**config.mk**
```make
export PLATFORM = sky130hd
export DESIGN_NAME = stepper_phase_sequencer
export DESIGN_NICKNAME = d
export VERILOG_FILES = /design/src/rtl/stepper_phase_sequencer_pkg.sv /design/src/rtl/stepper_phase_sequencer_idle_timer.sv /design/src/rtl/stepper_phase_sequencer.sv
export SDC_FILE = /design/constraint.sdc
export NUM_CORES = 1
export LEC_CHECK = 0
export ABC_AREA = 1
export CAP_MARGIN = 10
export CORE_MARGIN = 3
export CORE_UTILIZATION = 60
export CTS_BUF_LIST = sky130_fd_sc_hd__clkbuf_8
export DETAILED_ROUTE_END_ITERATION = 7
export PLACE_DENSITY = 0.91
export SYNTH_ARGS = -nofsm -noshare
export SYNTH_HDL_FRONTEND = slang
export SYNTH_SLANG_ARGS = --single-unit
```
**constraint.sdc**
```tcl
create_clock -name clock -period 2.9 [get_ports clock]
set_input_delay 0.87 -clock clock [delete_from_list [all_inputs] [get_ports clock]]
set_output_delay 0.87 -clock clock [all_outputs]
set_load 0.05 [all_outputs]
```
**src/rtl/stepper_phase_sequencer_pkg.sv**
```systemverilog
// Shared constants for the stepper phase sequencer: phase index width,
// table size and the half-step coil pattern table.
package stepper_phase_sequencer_pkg;

  localparam int PHASE_W    = 3;
  localparam int TABLE_SIZE = 8;

  typedef logic [PHASE_W-1:0] phase_idx_t;
  typedef logic [3:0]         coil_t;

  // Odd indices are the two-coil phases used by full-step mode.
  localparam coil_t PHASE_TABLE [TABLE_SIZE] = '{
    4'b1000, 4'b1100, 4'b0100, 4'b0110,
    4'b0010, 4'b0011, 4'b0001, 4'b1001
  };

  function automatic coil_t phase_coil(input phase_idx_t idx);
    return PHASE_TABLE[idx];
  endfunction

endpackage

```
**src/rtl/stepper_phase_sequencer_idle_timer.sv**
```systemverilog
// Counts enabled cycles since the last accepted step and flags when the
// coils should be de-energised. idle_next_o is the value idle_o takes next.
module idle_timer #(
  parameter int IDLE_CYCLES = 50_000_000
) (
  input  logic clk_i,
  input  logic rst_i,
  input  logic enable_i,
  input  logic accept_i,
  output logic idle_o,
  output logic idle_next_o
);

  localparam int CNT_W = (IDLE_CYCLES < 1) ? 1 : $clog2(IDLE_CYCLES + 1);
  localparam logic [CNT_W-1:0] IDLE_MAX = CNT_W'(IDLE_CYCLES);

  logic [CNT_W-1:0] cnt_q, cnt_d;
  logic             idle_q, idle_d;

  // Holds while disabled, saturates at the timeout.
  always_comb begin
    cnt_d = cnt_q;
    if (accept_i) begin
      cnt_d = '0;
    end else if (enable_i && (cnt_q != IDLE_MAX)) begin
      cnt_d = cnt_q + CNT_W'(1);
    end
    idle_d = (cnt_d == IDLE_MAX);
  end

  always_ff @(posedge clk_i) begin
    if (rst_i) begin
      cnt_q  <= '0;
      idle_q <= 1'b0;
    end else begin
      cnt_q  <= cnt_d;
      idle_q <= idle_d;
    end
  end

  assign idle_o      = idle_q;
  assign idle_next_o = idle_d;

endmodule

```
**src/rtl/stepper_phase_sequencer.sv**
```systemverilog
// Stepper phase sequencer: walks a 3-bit phase index through the coil table
// on accepted steps, tracks signed position and blanks coils on idle timeout.
module stepper_phase_sequencer
  import stepper_phase_sequencer_pkg::*;
#(
  parameter int IDLE_CYCLES = 50_000_000,
  parameter int POS_W       = 16
) (
  input  logic                    clock,
  input  logic                    reset,
  input  logic                    enable,
  input  logic                    step,
  input  logic                    dir,
  input  logic                    half_step,
  output logic [3:0]              coil,
  output logic signed [POS_W-1:0] position,
  output logic                    idle
);

  phase_idx_t       idx_q, idx_d;
  logic [POS_W-1:0] pos_q, pos_d;
  coil_t            coil_q, coil_d;
  logic             accept;
  logic [1:0]       step_mag;
  logic             idle_next;

  assign accept = enable & step;

  // Full-step from an odd (two-coil) index jumps two; from even it realigns by one.
  assign step_mag = (!half_step && idx_q[0]) ? 2'd2 : 2'd1;

  always_comb begin
    idx_d = idx_q;
    pos_d = pos_q;
    if (accept) begin
      if (dir) begin
        idx_d = idx_q + PHASE_W'(step_mag);
        pos_d = pos_q + POS_W'(step_mag);
      end else begin
        idx_d = idx_q - PHASE_W'(step_mag);
        pos_d = pos_q - POS_W'(step_mag);
      end
    end
    coil_d = (enable && !idle_next) ? phase_coil(idx_d) : 4'b0000;
  end

  always_ff @(posedge clock) begin
    if (reset) begin
      idx_q  <= '0;
      pos_q  <= '0;
      coil_q <= 4'b0000;
    end else begin
      idx_q  <= idx_d;
      pos_q  <= pos_d;
      coil_q <= coil_d;
    end
  end

  idle_timer #(
    .IDLE_CYCLES(IDLE_CYCLES)
  ) u_idle_timer (
    .clk_i      (clock),
    .rst_i      (reset),
    .enable_i   (enable),
    .accept_i   (accept),
    .idle_o     (idle),
    .idle_next_o(idle_next)
  );

  assign coil     = coil_q;
  assign position = pos_q;

endmodule

```
==> impl_metrics.tcl <==
set metrics [dict create \
    drive_gt1_share_pct 13.66 \
    io_pins 27 \
    p_switching_w 0.0006361 \
    overflow 0 \
    antennaDiodeCount 0 \
    end_kind "flop" \
    globalplace.congestion 0.9854 \
    worst_pin_slew_ps 509.9 \
    netlist_area_sq_um 3676 \
    drt-total-wl_um 10650 \
    ys_seq_elements 50 \
    crit_arrival_ps 2990 \
    wl_per_cell_um 14.57 \
    p_clk_share_pct 25.0 \
    fp.dieH_um 84.28 \
    clk_pin_slew_ps 100 \
    swShare_pct 35.73 \
    hold_viol_final 0 \
    max_stage_delay_ps 450 \
    crit_path_top_delay_cell "clkdlybuf4s50_1" \
    clockBufferDepth 2 \
    grt_max_degree 23 \
    postRouteAntennaNets 0 \
    die_w_um 84.28 \
    finClkSkew_ps 9.298 \
    worstSetupStartpointType "primary input" \
    syn_area_per_cell_sq_um 6.189 \
    tns_ps 0 \
    cts_tree "done" \
    clock_latency_ps 310 \
    comb_power_share_pct 32.3 \
    io_buffers 26 \
    first_global_vias 3840 \
    synth_cell_type_count 38 \
    vias_per_cell 5.642 \
    grt_usage_pct 29.46 \
    route.detailed.drc 0 \
    final-max-slew-violation-count 0 \
    hold_buffers 0 \
    utilization_pct 77.93 \
    postSynthCellCount 594 \
    maxSlewHeadroom_pct 65.90 \
    crit_fanout 3 \
    status "finished clean" \
    drt_pass1_iterations 5 \
    yosys_warnings 0 \
    core_sq_um 5709 \
    seqPwrFrac_pct 42.7 \
    vias 4124 \
    place_hpwl_um 7542 \
    cpMostUsedCell "nand2_1" \
    htreeDepth 2 \
    rows 27 \
    synth-seq-area-share_pct 27.23 \
    p_leak_nw 2.147 \
    cellPowerDensity_nw_per_um2 400.1 \
    path_class "in2reg" \
    antenna_found_initial 0 \
    cp_cell_sequence "clkdlybuf4s50_1 -> inv_1 -> nand2_1 -> nand2_1 -> ha_1 -> a21oi_1 -> nand2_1 -> a21oi_2 -> o21ai_2 -> nand2_1 -> nor2_1 -> nor2_2 -> o21ai_2 -> nand2_1 -> nand2_1 -> o21ai_0 -> inv_1" \
    cts-root-buf "clkbuf_8" \
    vdd_drop_max_mv 0.3541 \
    start_util_pct 64.39 \
    min_period_ps 2771 \
    grt_pass1_wl_um 17300 \
    maxCapViolCount 0 \
    syn_to_final_growth_pct 21.03 \
    internal_power_w 0.001144 \
    period_share_pct 95.54 \
    syn_nets 620 \
    cts_buffers 5 \
    max_freq_mhz 360.9 \
    setup-violations-final 0 \
    clock-sinks 50 \
    min_path_type "reg2reg" \
    drt-initial-drc-count 362 \
    fin_nets 684 \
    worstPathRequired_ps 3120 \
    fp.dieArea_sq_um 7102 \
]
[layout make-up]
type                       instances  area [sq um]
multi-input combinational        465          2394
fill                             421          1260
sequential                        50          1001
timing repair buffer              71         625.6
inverter                          65         244.0
tap                               72         90.09
clock buffer                       6         82.58
clock inverter                     2         12.51
[routing by layer]
metal | vias up | global-route usage [%] | wire [um]
met3 | 37 | 4.220 | 776
met2 | 204 | 52.58 | 5189
met1 | 1887 | 34.99 | 4324
met5 | - | 0 | 0
met4 | 0 | 12.57 | 363
li1 | 1996 | - | -
[worst paths after layout]
| kind | from | endpoint | slack (ps) | depth (start not counted) |
|---|---|---|---|---|
| setup / recovery | half_step | position[13]$_SDFFE_PP0P_ | 130 | 17 |
| hold / removal | position[12]$_SDFFE_PP0P_ | position[12]$_SDFFE_PP0P_ | 510 | 2 |
| setup reg to reg | u_idle_timer.cnt_q[0]$_SDFF_PP0_ | coil[2]$_SDFF_PP0_ | 310 | 16 |
| hold reg to reg | position[12]$_SDFFE_PP0P_ | position[12]$_SDFFE_PP0P_ | 510 | 2 |
[power by group through the flow]
| stage | Clock (W) | Combinational [W] | Sequential [W] |
|---|---|---|---|
| final | 0.000445 | 0.000576 | 0.000760 |
| after global routing | 0.000469 | 0.000627 | 0.000764 |
| after CTS | 0.000445 | 0.000547 | 0.000758 |
| after detailed placement | 0 | 0.000532 | 0.000773 |
| after global placement | 0 | 0.000511 | 0.000770 |
| after floorplan | 0 | 0.000270 | 0.000840 |
[cells in the mapped netlist, drive strengths merged]
cell type	instances	share of area, %
buf	5	1.4
o31ai	1	0.20
inv	64	6.5
or3	1	0.17
fa	2	1.1
nand3	45	6.7
clkbuf	9	0.92
nand2	191	20
a221oi	1	0.24
xor2	18	4.3
and2	1	0.17
o21bai	2	0.41
nand4	5	0.85
o21ai	33	4.5
nor3	7	1.2
a21oi	17	2.6
xnor2	6	1.4
mux2i	1	0.27
clkinv	1	0.10
a31oi	2	0.34
dfxtp	50	27
o211ai	1	0.20
nor2	112	12
ha	18	6.1
or2	1	0.17
[metrics by stage]
stage                     hold WS [ps]  worst slack [ps]  instance area, sq um  instances  total power (W)
after floorplan                  534.9             142.7                  3676        594         0.001110
after global placement           486.3            -374.4                  4298        722         0.001281
after detailed placement         494.2            -533.0                  4298        722         0.001305
after CTS                        512.1            -12.09                  4413        730         0.001750
after global routing             552.3            -5.620                  4449        731         0.001859
final                            513.2             129.2                  4449        731         0.001780
[sequential cells by signal (all words and copies together) (netlist names)]
signal	cells
position	16
idx_q	3
u_idle_timer.idle_o	1
u_idle_timer.cnt_q	26
coil	4
[worst max-delay path, delay by kind of cell]
family	cells	cell delay (ps)
and+or+nand+nor	8	700
adders and majority gates	1	200
buffers and inverters	3	530
AOI/OAI and AO/OA	5	690
[cell families after synthesis]
group / count (synthesis) / synth area share (%)
xor gates and xnor gates: 24 / 5.718
DFF: 50 / 27.23
adders and majority gates: 20 / 7.216
muxes: 1 / 0.2723
buffers and inverters: 79 / 8.917
and+or+nand+nor: 363 / 42.14
AOI/OAI and AO/OA: 57 / 8.509
[what timing repair did]
item,4_1_cts,5_1_grt
pin swaps,0,3
resized for setup,10,8
setup buffers,0,1
endpoints found under the setup margin,7,8
[layout by cell type (no fill, tap or decap), drive strengths merged, types with 2 or more instances in the layout]
master           n
a21oi           17
a31oi            2
buf             45
clkbuf           6
clkdlybuf4s50   25
clkinv           2
dfxtp           50
fa               2
ha              18
inv             64
nand2          191
nand3           45
nand4            5
nor2           112
nor3             7
o21ai           33
o21bai           2
xnor2            6
xor2            18
No activity file was read; power rests on OpenSTA's default activity.
